==> src/rtl/uart_rx_if.sv <==
`default_nettype none
// ============================================================================
//  Module      : uart_rx_if
//  Description : Bus bundle between the UART receiver and its consumer.
//                rx       - serial line into the receiver (idles high)
//                clr_rdy  - consumer acknowledge, clears rdy
//                rx_data  - last received byte
//                rdy      - sticky byte-available flag
//                frm_err  - stop-bit error flag
//                master   : consumer / line side
//                slave    : receiver side
//  Revision    : 1.0  initial release
// ============================================================================
interface uart_rx_if;
   logic       rx;
   logic       clr_rdy;
   logic [7:0] rx_data;
   logic       rdy;
   logic       frm_err;

   modport master (
      output rx,
      output clr_rdy,
      input  rx_data,
      input  rdy,
      input  frm_err
   );

   modport slave (
      input  rx,
      input  clr_rdy,
      output rx_data,
      output rdy,
      output frm_err
   );
endinterface
`default_nettype wire

==> src/rtl/uart_rx.sv <==
`default_nettype none
// ============================================================================
//  Module      : uart_rx
//  Description : 8N1 UART receiver, LSB first, idle-high line. Synchronises
//                the asynchronous rx pin, detects the start edge, samples each
//                bit at its centre and presents the byte with a sticky rdy.
//  Ports       : clk      - system clock, rising edge
//                rst_n    - asynchronous active-low reset
//                bus      - uart_rx_if.slave (rx, clr_rdy in;
//                           rx_data, rdy, frm_err out)
//  Options     : UART_RX_FRM_ERR_EN - when defined, frm_err flags a frame
//                whose stop bit sampled 0; otherwise frm_err is tied 0.
//  Parameters  : BAUD_CNT - clocks per bit (8..4095)
//                HALF_CNT - start edge to mid-start-bit delay
//  Revision    : 1.0  initial release
// ============================================================================
module uart_rx #(
   parameter int BAUD_CNT = 2604,
   parameter int HALF_CNT = BAUD_CNT / 2
) (
   input  logic     clk,
   input  logic     rst_n,
   uart_rx_if.slave bus
);

   localparam logic [11:0] c_HALF    = 12'(HALF_CNT);
   localparam logic [11:0] c_BAUD_M1 = 12'(BAUD_CNT - 1);

   localparam logic [0:0] c_IDLE = 1'b0;
   localparam logic [0:0] c_RX   = 1'b1;

   // Synchroniser and edge-detect flops
   logic sync1_q;
   logic sync2_q;
   logic prev_q;

   logic [0:0]  state_q, state_d;
   logic [11:0] baud_q,  baud_d;
   logic [3:0]  bit_q,   bit_d;
   logic [7:0]  shift_q, shift_d;
   logic [7:0]  data_q,  data_d;
   logic        rdy_q,   rdy_d;

   logic w_rx_s;
   logic w_start;
   logic w_strobe;
   logic w_abort;
   logic w_done;

   assign w_rx_s   = sync2_q;
   assign w_start  = (state_q == c_IDLE) && prev_q && !sync2_q;
   assign w_strobe = (state_q == c_RX) && (baud_q == 12'd0);
   // A start bit that reads high at its centre was a glitch
   assign w_abort  = w_strobe && (bit_q == 4'd0) && w_rx_s;
   // Tenth sample is the stop bit; the frame completes here
   assign w_done   = w_strobe && (bit_q == 4'd9);

   // ------------------------------------------------------------------
   // State / data registers
   // ------------------------------------------------------------------
   always_ff @(posedge clk or negedge rst_n) begin
      if (!rst_n) begin
         sync1_q <= 1'b1;
         sync2_q <= 1'b1;
         prev_q  <= 1'b1;
         state_q <= c_IDLE;
         baud_q  <= 12'd0;
         bit_q   <= 4'd0;
         shift_q <= 8'h00;
         data_q  <= 8'h00;
         rdy_q   <= 1'b0;
      end else begin
         sync1_q <= bus.rx;
         sync2_q <= sync1_q;
         prev_q  <= sync2_q;
         state_q <= state_d;
         baud_q  <= baud_d;
         bit_q   <= bit_d;
         shift_q <= shift_d;
         data_q  <= data_d;
         rdy_q   <= rdy_d;
      end
   end

   // ------------------------------------------------------------------
   // Next-state logic
   // ------------------------------------------------------------------
   always_comb begin
      state_d = state_q;
      case (state_q)
         c_IDLE:  if (w_start) state_d = c_RX;
         c_RX:    if (w_abort || w_done) state_d = c_IDLE;
         default: state_d = c_IDLE;
      endcase
   end

   // ------------------------------------------------------------------
   // Counters, shift register and output flags
   // ------------------------------------------------------------------
   always_comb begin
      baud_d  = baud_q;
      bit_d   = bit_q;
      shift_d = shift_q;
      data_d  = data_q;
      rdy_d   = rdy_q;

      if (state_q == c_IDLE) begin
         bit_d = 4'd0;
         if (w_start) baud_d = c_HALF;
      end else if (w_strobe) begin
         baud_d = c_BAUD_M1;
         bit_d  = bit_q + 4'd1;
         // Samples 2..9 carry d0..d7; shifting right leaves d0 in bit 0
         if ((bit_q != 4'd0) && (bit_q != 4'd9))
            shift_d = {w_rx_s, shift_q[7:1]};
      end else begin
         baud_d = baud_q - 12'd1;
      end

      // Clear first so a coincident frame completion wins
      if (w_start || bus.clr_rdy) rdy_d = 1'b0;
      if (w_done) begin
         rdy_d  = 1'b1;
         data_d = shift_q;
      end
   end

`ifdef UART_RX_FRM_ERR_EN
   logic frm_err_q, frm_err_d;

   always_comb begin
      frm_err_d = frm_err_q;
      if (w_start || bus.clr_rdy) frm_err_d = 1'b0;
      if (w_done) frm_err_d = !w_rx_s;
   end

   always_ff @(posedge clk or negedge rst_n) begin
      if (!rst_n) frm_err_q <= 1'b0;
      else        frm_err_q <= frm_err_d;
   end

   assign bus.frm_err = frm_err_q;
`else
   assign bus.frm_err = 1'b0;
`endif

   assign bus.rx_data = data_q;
   assign bus.rdy     = rdy_q;

endmodule
`default_nettype wire

==> src/flat_wrapper.sv <==
// flat-port wrapper written by rule: the top's interface ports become plain ports
module uart_rx_flat 
#(
   parameter int BAUD_CNT = 2604,
   parameter int HALF_CNT = BAUD_CNT / 2
)
  (clk, rst_n, bus_rx, bus_clr_rdy, bus_rx_data, bus_rdy, bus_frm_err);
  uart_rx_if bus_i ();
  input  logic clk;
  input  logic rst_n;
  input wire logic [$bits(bus_i.rx)-1:0] bus_rx;
  input wire logic [$bits(bus_i.clr_rdy)-1:0] bus_clr_rdy;
  output wire logic [$bits(bus_i.rx_data)-1:0] bus_rx_data;
  output wire logic [$bits(bus_i.rdy)-1:0] bus_rdy;
  output wire logic [$bits(bus_i.frm_err)-1:0] bus_frm_err;
  assign bus_i.rx = bus_rx;
  assign bus_i.clr_rdy = bus_clr_rdy;
  assign bus_rx_data = bus_i.rx_data;
  assign bus_rdy = bus_i.rdy;
  assign bus_frm_err = bus_i.frm_err;
  uart_rx #(.BAUD_CNT(BAUD_CNT), .HALF_CNT(HALF_CNT)) u_core (.clk(clk), .rst_n(rst_n), .bus(bus_i));
endmodule
==> config.mk <==
export PLATFORM = sky130hd
export DESIGN_NAME = uart_rx_flat
export DESIGN_NICKNAME = d
export VERILOG_FILES = /design/src/rtl/uart_rx_if.sv /design/src/rtl/uart_rx.sv /design/src/flat_wrapper.sv
export SDC_FILE = /design/constraint.sdc
export NUM_CORES = 1
export LEC_CHECK = 0
export ABC_AREA = 1
export BUFFER_PORTS_ARGS = -buffer_cell sky130_fd_sc_hd__buf_2
export CELL_PAD_IN_SITES_DETAIL_PLACEMENT = 2
export CELL_PAD_IN_SITES_GLOBAL_PLACEMENT = 2
export CORE_AREA = 2 2 75 77
export DETAILED_ROUTE_END_ITERATION = 8
export DIE_AREA = 0 0 77 79
export GPL_TIMING_DRIVEN = 0
export PLACE_DENSITY = 0.91
export SLEW_MARGIN = 20
export SYNTH_ARGS = -nofsm -noshare
export SYNTH_HDL_FRONTEND = slang
export SYNTH_SLANG_ARGS = --single-unit
==> constraint.sdc <==
create_clock -name clk -period 2.5 [get_ports clk]
set_input_delay 0.125 -clock clk [delete_from_list [all_inputs] [get_ports clk]]
set_output_delay 0.125 -clock clk [all_outputs]
set_load 0.005 [all_outputs]
* Word-level counts from Yosys, hierarchy flattened
Index checks and enable logic that the tools add are counted.
** Storage, ports and cells
- Register bits :: 37
- Input port bits :: 4
- Output and inout bits :: 10
- Logic and storage cells :: 41
** Cells by class
- Multiplexer cells :: 10
- Eq/ne operators :: 3
- Bitwise gates (word level) :: 1
- Reductions and logical operators :: 16
- Add/subtract/negate cells :: 2
** Operators with widths (count)
- $mux W12 :: 3
- $logic_not A12 Y1 :: 1
- $sub A12 B1 Y12 const B :: 1
- $mux W4 :: 2
- $logic_and A1 B1 Y1 :: 7
- $add A4 B1 Y4 const B :: 1
- $eq A4 B4 Y1 const B :: 1
- $logic_not A4 Y1 :: 1
- $mux W1 :: 4
- $ne A4 B4 Y1 const B :: 1
- $reduce_bool A2 Y1 :: 2
- $reduce_bool A4 Y1 :: 1
- $reduce_and A3 Y1 :: 1
- $logic_or A1 B1 Y1 :: 2
- $ne A2 B2 Y1 const B :: 1
- $pmux W1 S2 :: 1
- $logic_not A1 Y1 :: 1
- $not A1 Y1 :: 1

* Depth between registers and ports, before layout
Gate-level depths: netlist (run 1).
- Depth after elaboration :: 7
- Mapped depth :: 11
- Depth with buffers taken out :: 10

* Worst setup path before layout (run 1)
Ideal clock, no wire load.
- Path type :: register to register
- Start :: register u_core.baud_q[0]
- End :: register u_core.state_q
- Data arrival time :: 1296 ps
- Buffers on the path :: 1
- Required time :: 2387 ps
- Path slack :: 1091 ps
- Library setup time :: 113 ps
- Cell stages (with the launch flop) :: 11
- Period minus slack after synthesis :: 1409 ps
- Path through :: dfrtp_1 -> inv_1 -> ha_1 -> inv_1 -> nor2_1 -> nand3_2 -> nor2_4 -> buf_6 -> nand3_1 -> nand2_1 -> inv_1
** Between the ends
- Longest elaborated chain between the ends :: 7
- Elaborated cells between the ends (all ways) :: 8
- Those cells by class :: mux (2); reduce/logical (6)
** RTL lines
- start: declaration :: RTL line uart_rx.sv:38 : logic [11:0] baud_q, baud_d;
- start signal: assignment :: RTL line uart_rx.sv:77 : baud_q <= baud_d;
- $logic_not A12 Y1 * :: RTL line uart_rx.sv:52 : assign w_strobe = (state_q == c_RX) && (baud_q == 12'd0);
- $logic_and A1 B1 Y1 * :: RTL line uart_rx.sv:52
- $logic_and A1 B1 Y1 (2 in series) :: RTL line uart_rx.sv:54 : assign w_abort = w_strobe && (bit_q == 4'd0) && w_rx_s;
- $logic_or A1 B1 Y1 * :: RTL line uart_rx.sv:92 : c_RX: if (w_abort || w_done) state_d = c_IDLE;
- $mux W1 * :: RTL line uart_rx.sv:92
- $pmux W1 S2 * :: RTL line uart_rx.sv:90 : case (state_q)
- via u_core.state_d :: RTL line uart_rx.sv:37 : logic [0:0] state_q, state_d;
- end signal: assignment :: RTL line uart_rx.sv:66 : state_q <= c_IDLE;
- end signal: assignment :: RTL line uart_rx.sv:76 : state_q <= state_d;
- end: declaration :: RTL line uart_rx.sv:37
The timed path passes the listed nets; every way through them passes the cells marked *.
A chain may end at the register's enable or synchronous reset.

* Worst setup path in the final report (run 1)
- Start :: register u_core.sync2_q
- End :: register u_core.state_q
** Between the ends
- Longest elaborated chain between the ends :: 4
- Elaborated cells between the ends (all ways) :: 7
- Those cells by class :: mux (3); reduce/logical (4)
** RTL lines
- start: declaration :: RTL line uart_rx.sv:34 : logic sync2_q;
- start signal: assignment :: RTL line uart_rx.sv:74 : sync2_q <= sync1_q;
- $logic_and A1 B1 Y1 or $logic_not A1 Y1 (tied branches) :: RTL line uart_rx.sv:54, uart_rx.sv:51
- $logic_or A1 B1 Y1 or $logic_and A1 B1 Y1 (tied branches) :: RTL line uart_rx.sv:92, uart_rx.sv:51
- $mux W1 (on tied branches) :: RTL line uart_rx.sv:92, uart_rx.sv:91
- $pmux W1 S2 * :: RTL line uart_rx.sv:90
- via u_core.state_d :: RTL line uart_rx.sv:37
Marks and branches as above.

==> metrics, run 1 <==
Setup TNS=0 ns; Synth Instances=241; Final setup viols=0; initial DRC count=71; Leak=1.15 nW; cell taking the most area after synthesis=dfrtp_1; first-pass GRT wire length=10300 um; sequential cell fraction of total power=38.4%; Comb power frac=37.1%; Buf+Inv Stages, Crit Path=3; CTS sink cnt=37; Mapped Avg Cell Area=8.09 um2; # rows=27; drt first pass iters=4; main area contributors after synthesis=dfrtp_1, nand2_1, nand4_1, inv_1, dfstp_2; Slew Viols, Final=0; initial antenna violation count=0; MaxCap Viol Count=0; HPWL after DPL=4210 um; CTS tree=done; port bufs=12; Reg2Reg Depth=7; htree depth=2; Switch Pwr=0.956 mW; worst clock skew=0.0110 ns; fin area=2230 um2; Clock Tree Buf Depth=2; total gr overflow=0; Antenna Cells=0; most frequent CP cell=inv_1; # IOs=14; WL final=6050 um; Worst-Skew Late Latency=0.30 ns; synthesized area=1950 um2; worst slew pin tran=0.869 ns; share of layout cells above drive strength 1=14.8%; FMAX=571 MHz; Die ar.=6080 um2; DR vias=1727; crit share post-route=70.0%; Max stage delay cell, worst path=dfstp_2; Crit Path Class=flip-flop to flip-flop; top cell type's share of synthesized area=43.6%; internal power=1.25 mW; outcome=complete, no violations; startpoint type of the worst setup path=flip-flop; Synth Warn #=0; crit path cell chain=inv_1 -> nand2_1 -> nor2_1 -> nor2_1 -> inv_1 -> nand2_1 -> inv_1; crit path DAT=1.94 ns; max incr delay on CP=0.55 ns; Tot Pwr=2.21 mW; core area=5340 um2; wire per inst=18.0 um; CTS Buf Count=5; PwrDens=988 nW/um2; root buffer cell=clkbuf_8; Nets=271; post-synth cell types=29; register area share after synthesis=47.7%; worst path required time=2.69 ns; initial core utilization=36.5%; DR vias/cell=5.16; DR DRC count=0; final hold violations=0; Crit Path Max Fanout=6; cell family with most CP delay=simple AND/OR/NAND/NOR gates; Worst setup EP type=flip-flop; Yosys reg bits=37; Die Span Y=79 um; Post-DP Area=2100 um2; unrepaired setup endpoints after global routing=false; Tmin final=1.75 ns; vias in the first global route=2054; dpl ws=0.732 ns; pin count of the biggest net entering global routing=38; Placer Congestion=0.800; setup ws final=0.750 ns; aggregate global-route resource usage=22.1%; Final ANT Viol Nets=0; Clock power frac=24.6%; sw frac=43.3%; CP Depth=7; Slew HR=42.1%; Hold Crit Class=input port to flip-flop; Die Span X=77 um; VDD IR-drop max=0.328 mV; worst hold path cell count=2; Area growth syn-to-layout=14.6%; Worst-path clk slew=0.09 ns; syn_nets=250
[placed cells by master (no fill, tap or decap), drive strengths merged]
| master | n |
|---|---|
| a21oi | 3 |
| buf | 17 |
| bufinv | 1 |
| clkbuf | 6 |
| clkinv | 3 |
| clkinvlp | 1 |
| conb | 1 |
| dfrtp | 34 |
| dfstp | 3 |
| dlygate4sd3 | 2 |
| ha | 5 |
| inv | 27 |
| nand2 | 81 |
| nand3 | 17 |
| nand4 | 19 |
| nor2 | 22 |
| o21ai | 13 |
| o21bai | 3 |
| o31ai | 1 |
| xnor2 | 1 |
| xor2 | 3 |
[path summary, 6_finish.rpt]
kind	to	slack [ns]	start
worst max register to register	u_core.state_q	0.75	u_core.sync2_q
max in group asynchronous	u_core.bit_q[3]	1.48	rst_n
worst min-delay path	u_core.bus.rdy	0.02	bus_clr_rdy
worst min register to register	u_core.sync2_q	0.35	u_core.sync1_q
min in group asynchronous	u_core.shift_q[0]	0.48	rst_n
worst max-delay path	u_core.state_q	0.75	u_core.sync2_q
[through the flow]
step	utilization [%]	hold WS, ns	cells
6_report	41.9	0.0156	335
3_3_place_gp	39.3	0.231	325
5_1_grt	41.9	0.0405	335
3_5_place_dp	39.3	0.231	325
4_1_cts	41.9	0.00832	335
2_1_floorplan	-	-0.171	241
[cell type report]
type	instances	area (um2)
repair buffers	14	80.1
clock inverters	3	46.3
flip-flops and latches	37	930
clock buffers	5	68.8
inverters	29	109
multi-input cells	169	870
fillers	654	3100
plain buffers	6	41.3
well taps	72	90.1
[repair_timing]
item / in CTS / in global routing
resized for setup: 0 / 0
setup buffers: 0 / 0
endpoints found under the hold margin: 35 / 0
hold buffers: 2 / 0
[cells in the mapped netlist, drive strengths merged]
master / n
nand3: 17
clkinv: 2
buf: 5
nand2: 81
dfrtp: 34
xnor2: 1
dfstp: 3
o21ai: 13
nor2: 22
o31ai: 1
inv: 27
nand4: 19
ha: 5
conb: 1
a21oi: 3
clkbuf: 1
o21bai: 3
xor2: 3
[cells by family (layout without fill, tap and decap cells)]
group	Yosys count	in the layout	synth area share, %
adder cells (fa/ha/maj)	5	5	3.21
AND/OR/NAND/NOR	139	139	33.6
buffers and inverters	35	57	7.70
XOR/XNOR	4	4	1.80
flip-flops	37	37	47.7
other	1	1	0.192
AO/OA/AOI/OAI	20	20	5.84
[power groups by stage]
stage / logic [mW] / clock network [mW] / registers [mW]
2_1_floorplan: 0.584 / 0 / 0.816
3_3_place_gp: 0.747 / 0 / 0.841
3_5_place_dp: 0.809 / 0 / 0.853
4_1_cts: 0.827 / 0.556 / 0.845
5_1_grt: 0.946 / 0.573 / 0.864
6_report: 0.818 / 0.543 / 0.847
[registers in the layout (all words and copies together), names as in the netlist]
| register | count |
|---|---|
| u_core.sync2_q | 1 |
| u_core.bit_q | 4 |
| u_core.prev_q | 1 |
| u_core.state_q | 1 |
| u_core.baud_q | 12 |
| u_core.bus.rx_data | 8 |
| u_core.shift_q | 8 |
| u_core.sync1_q | 1 |
| u_core.bus.rdy | 1 |
[worst register-to-register path, delay by kind of cell (launching register included)]
| family | cells | cell delay (ns) |
|---|---|---|
| DFF | 1 | 0.55 |
| and+or+nand+nor | 4 | 0.80 |
| buffers and inverters | 3 | 0.29 |
[routing by layer]
metal | routed length, um | GRT usage, %
met2 | 3220 | 41.0
met5 | 0 | 0
met1 | 2520 | 25.5
met4 | 204 | 9.11
met3 | 107 | 3.41
Power figures use the tool's default switching activity.
==> run 2, diff against run 1 <==
- CORE_AREA: 2 2 75 77 -> 2 2 78 80
- DIE_AREA: 0 0 77 79 -> 0 0 80 82
- PLACE_DENSITY: 0.91 -> 0.86
- clock period: 2.5 -> 1.7 ns (I/O delays scaled with it)
==> metrics, run 2 (synthesis gave the netlist of run 1 again) <==
Nets=279 (+3.0%); Max stage delay cell, worst path=dfrtp_1; crit share post-route=98.3% (+28 points); worst clock skew=0.00705 ns (-0.00398 ns); # rows=28 (+3.7%); FMAX=598 MHz (+4.7%); wire per inst=17.8 um (-1.1%); reg-to-reg endpoint=u_core.shift_q[3]; Slew Viols, Final=0 (unchanged); initial DRC count=78 (+9.9%); first-pass GRT wire length=9360 um (-9.4%); VDD IR-drop max=0.415 mV (+26%); outcome=complete, no violations; Hold EP=u_core.sync2_q; Tmin final=1.67 ns (-0.0791 ns); crit path DAT=1.90 ns (-0.04 ns); Placed Instances=328 (+0.92%); GRT busiest layer=met2; initial antenna violation count=0 (unchanged); PwrDens=1360 nW/um2 (+38%); vias in the first global route=1836 (-11%); CTS tree=done; Worst setup EP type=flip-flop; DR vias/cell=5.08 (-1.4%); port bufs=12 (unchanged); crit path cell chain=inv_2 -> ha_4 -> inv_1 -> nor2_2 -> nand3_2 -> nor2_4 -> buf_2 -> nand4_1 -> nand2_1; Tot Pwr=3.18 mW (+44%); Die Span X=80 um (+3.9%); pin count of the biggest net entering global routing=38 (unchanged); met2 Usage GRT=31.6% (-9.4 points); Final ANT Viol Nets=0 (unchanged); core area=5750 um2 (+7.6%); most frequent cells in the layout=nand2_1, dfrtp_1, inv_1; Slew HR=41.3% (-0.80 points); worst r2r src=u_core.baud_q[1]; max incr delay on CP=0.40 ns (-0.15 ns); aggregate global-route resource usage=19.0% (-3.1 points); Antenna Cells=0 (unchanged); top register by number of flip-flops=u_core.baud_q; Worst-Skew Late Latency=0.29 ns (about the same); Setup TNS=0 ns (unchanged); Area growth syn-to-layout=19.9%; Reg2Reg Setup Slack=0.03 ns (-0.72 ns); MaxCap Viol Count=0 (unchanged); CTS Buf Count=5 (unchanged); root buffer cell=clkbuf_8; # IOs=14 (unchanged); Crit Path Class=flip-flop to flip-flop; Reg2Reg Depth=9 (+2); share of layout cells above drive strength 1=21.8% (+6.9 points); M1 GR Usage=24.8% (-0.66 points); min-delay src=u_core.sync1_q; GR Util met3=3.30% (-0.11 points); drt first pass iters=4 (unchanged); total gr overflow=0 (unchanged); CTS sink cnt=37 (unchanged); Hold Crit Class=flip-flop to flip-flop; Final setup viols=0 (unchanged); htree depth=2 (unchanged); most common cell after layout, fill and taps aside=nand2_1; Crit. Startpoint=u_core.baud_q[1]; worst hold path cell count=0 (-2); worst path required time=1.92 ns (-0.77 ns); DR vias=1759 (+1.9%); DR DRC count=0 (unchanged); Worst-path clk slew=0.08 ns (about the same); Crit Path Max Fanout=5 (-1); worst slew pin tran=0.881 ns (+0.0120 ns); Cell Count, Final, Fillers Out=346 (+3.3%); final hold violations=0 (unchanged); Placer Congestion=0.837 (+4.6%); Leak=1.17 nW (+1.7%); Die Span Y=82 um (+3.8%); HPWL after DPL=3930 um (-6.6%); Die ar.=6560 um2 (+7.8%); max FFs per register=12 (unchanged); Clock Tree Buf Depth=2 (unchanged); WL final=6180 um (+2.1%); Filler Cell Count=665 (+1.7%); initial core utilization=33.9% (-2.6 points); startpoint type of the worst setup path=flip-flop
run 2: final cells by class:
type	count	area (um2)	area share (%)
timing repair inverter	1	5.00	0.214
clock inverter	2	10.0	0.428
inverter	29	116	4.98
clock buffer	6	72.6	3.10
tap	75	93.8	4.01
timing repair buffer	21	133	5.67
sequential	37	931	39.8
buffer	6	45.0	1.93
multi-input combinational	169	931	39.8
run 2: repair_timing:
item | 4_1_cts | 5_1_grt
endpoints found under the hold margin | 36 | 0
endpoints found under the setup margin | 0 | 34
hold buffers | 3 | 0
resized for setup | 0 | 19
setup buffers | 0 | 5
run 2: through the flow:
step / instance area (um2) / worst slack (ns) / hold WS, ns / util (%)
finish: 2340 / 0.0288 / 0.363 / 40.7
global route: 2340 / -0.0966 / 0.368 / 40.7
CTS: 2220 / 0.000210 / 0.359 / 38.6
detailed placement: 2100 / 0.0157 / 0.192 / 36.6
global placement: 2100 / 0.0514 / 0.191 / 36.6
floorplan: 1950 / 0.291 / -0.211 / -
run 2: routing by layer:
layer	share of wire, %	wire length, um
met1	44	2740
met2	52	3220
met3	1.7	104
met4	1.7	108
met5	0	0
run 2: how the worst max path moves through the flow:
stage / end / cells past startpoint
after floorplan: u_core.state_q / 10
after global placement: u_core.baud_q[6] / 6
after detailed placement: u_core.baud_q[6] / 6
after CTS: u_core.baud_q[6] / 6
after global routing: u_core.shift_q[3] / 9
final: u_core.shift_q[3] / 9
run 2: where the power goes:
part           switching (mW)  internal, mW
clock network           0.328         0.284
logic                   0.893         0.428
registers               0.208          1.04
total                    1.43          1.76
run 2: critical path, delay by kind of cell, from the launching register on:
family,cells,cell delay (ns)
adders and majority gates,1,0.14
buffers and inverters,3,0.37
DFF,1,0.40
and+or+nand+nor,5,0.69
==> run 3, diff against run 2 <==
- PLACE_DENSITY: 0.86 -> not set
- PLACE_DENSITY_LB_ADDON: not set -> 0.25
==> metrics, run 3 (synthesis gave the netlist of run 1 again) <==
most frequent cells in the layout=nand2_1, dfrtp_1, inv_1; root buffer cell=clkbuf_8; Area growth syn-to-layout=19.9% (unchanged); Final Util=40.7% (unchanged); htree depth=2 (unchanged); Slew Viols, Final=0 (unchanged); initial antenna violation count=0 (unchanged); dpl ws=-0.0305 ns (-0.0463 ns); Placer Congestion=0.761 (-9.1%); share of layout cells above drive strength 1=20.4% (-1.4 points); outcome=complete, no violations; Setup TNS=0 ns (unchanged); aggregate global-route resource usage=18.7% (-0.31 points); cell family with most CP delay=simple AND/OR/NAND/NOR gates; CTS Buf Count=5 (unchanged); crit share post-route=93.0% (-5.3 points); Hold Crit Class=flip-flop to flip-flop; HPWL after DPL=3900 um (-0.62%); crit path cell chain=inv_1 -> ha_1 -> nand3_1 -> nand2_1 -> clkinvlp_4 -> buf_12 -> nand4_1 -> nand2_1; Buf+Inv Stages, Crit Path=3 (unchanged); M1 GR Usage=25.0% (+0.17 points); fin area=2340 um2 (unchanged); Clock Tree Buf Depth=2 (unchanged); MaxCap Viol Count=0 (unchanged); Tmin final=1.58 ns (-0.0908 ns); Die ar.=6560 um2 (unchanged); setup ws final=0.120 ns (+0.0908 ns); Crit Path Class=flip-flop to flip-flop; Max stage delay cell, worst path=dfrtp_1; initial DRC count=55 (-29%); Final setup viols=0 (unchanged); worst clock skew=0.00474 ns (-0.00231 ns); Hold Slack=0.359 ns (-0.00387 ns); DR vias=1706 (-3.0%); worst slew pin tran=0.871 ns (-0.0101 ns); total gr overflow=0 (unchanged); Post-DP Area=2100 um2 (unchanged); FMAX=633 MHz (+5.7%); crit path DAT=1.76 ns (-0.14 ns); Crit Path Max Fanout=7 (+2); GRT busiest layer=met2; Worst-Skew Late Latency=0.29 ns (about the same); startpoint type of the worst setup path=flip-flop; Slew HR=42.0% (+0.68 points); max incr delay on CP=0.40 ns (about the same); Worst setup EP type=flip-flop; met2 Usage GRT=31.9% (+0.33 points); # rows=28 (unchanged); port bufs=12 (unchanged); final hold violations=0 (unchanged); wire per inst=16.1 um (-9.6%); GR Util met3=2.97% (-0.33 points); Nets=278 (-0.36%); max FFs per register=12 (unchanged); Die Span Y=82 um (unchanged); WL final=5570 um (-9.8%); Leak=1.18 nW (+0.59%); CTS tree=done; Worst-path clk slew=0.08 ns (about the same); DR DRC count=0 (unchanged); top register by number of flip-flops=u_core.baud_q; most common cell after layout, fill and taps aside=nand2_1; Die Span X=80 um (unchanged); PwrDens=1380 nW/um2 (+1.3%); CTS sink cnt=37 (unchanged); Antenna Cells=0 (unchanged); drt first pass iters=3 (-1); core area=5750 um2 (unchanged); worst path required time=1.88 ns (-0.04 ns); pin count of the biggest net entering global routing=38 (unchanged); vias in the first global route=1860 (+1.3%); first-pass GRT wire length=9350 um (-0.15%); DR vias/cell=4.94 (-2.7%); Final ANT Viol Nets=0 (unchanged); most frequent CP cell=nand2_1; # IOs=14 (unchanged); VDD IR-drop max=0.417 mV (+0.46%); initial core utilization=33.9% (unchanged)
run 3: cell types whose count changed in the layout (fill, tap and decap cells not counted), sizes merged:
cell      before  now
clkinvlp       3    2
run 3: per-stage QoR:
| step | std cells | total power [mW] |
|---|---|---|
| detailed placement | 328 | 2.42 |
| global route | 345 | 3.52 |
| floorplan | 241 | 2.06 |
| global placement | 328 | 2.36 |
| finish | 345 | 3.22 |
| CTS | 339 | 3.14 |
run 3: path summary, 6_finish.rpt:
kind | from | end | cells past startpoint | slack [ns]
max | u_core.bit_q[1] | u_core.shift_q[6] | 8 | 0.12
min | u_core.sync1_q | u_core.sync2_q | 0 | 0.36
max reg2reg | u_core.bit_q[1] | u_core.shift_q[6] | 8 | 0.12
min reg2reg | u_core.sync1_q | u_core.sync2_q | 0 | 0.36
max in group asynchronous | rst_n | u_core.bit_q[0] | 2 | 0.65
min in group asynchronous | rst_n | u_core.baud_q[11] | 2 | 0.45
run 3: final cells by class:
type                            count  area [um2]
Inverter                           29         116
Buffer                              6        45.0
Timing Repair Buffer               21         145
Clock buffer                        6        82.6
Clock inverter                      2        13.8
Fill cell                         689        3410
Sequential cell                    37         931
Tap cell                           75        93.8
Multi-Input combinational cell    169         910
run 3: metal layers:
metal  vias to the layer above  wire, um
met3                         4        76
li1                        829         -
met2                         8      2900
met1                       865      2550
met4                         0        39
met5                         -         0
run 3: what timing repair did:
action	4_1_cts	5_1_grt
hold buffers	3	0
endpoints found under the setup margin	15	32
endpoints found under the hold margin	36	0
setup buffers	0	5
pin swaps	1	1
gates cloned	0	1
gates resized for setup	5	9
run 3: worst reg2reg max path, delay by kind of cell, from the launching register on:
family	cells	cell delay, ns
adders and majority gates	1	0.16
and+or+nand+nor	4	0.49
buffers and inverters	3	0.42
DFF	1	0.40
run 3: power by group:
part           switching, mW  total (mW)  internal [mW]  leakage [nW]
logic                  0.856        1.32          0.469         0.647
clock network          0.329       0.658          0.329        0.0512
registers              0.199        1.24           1.04         0.481
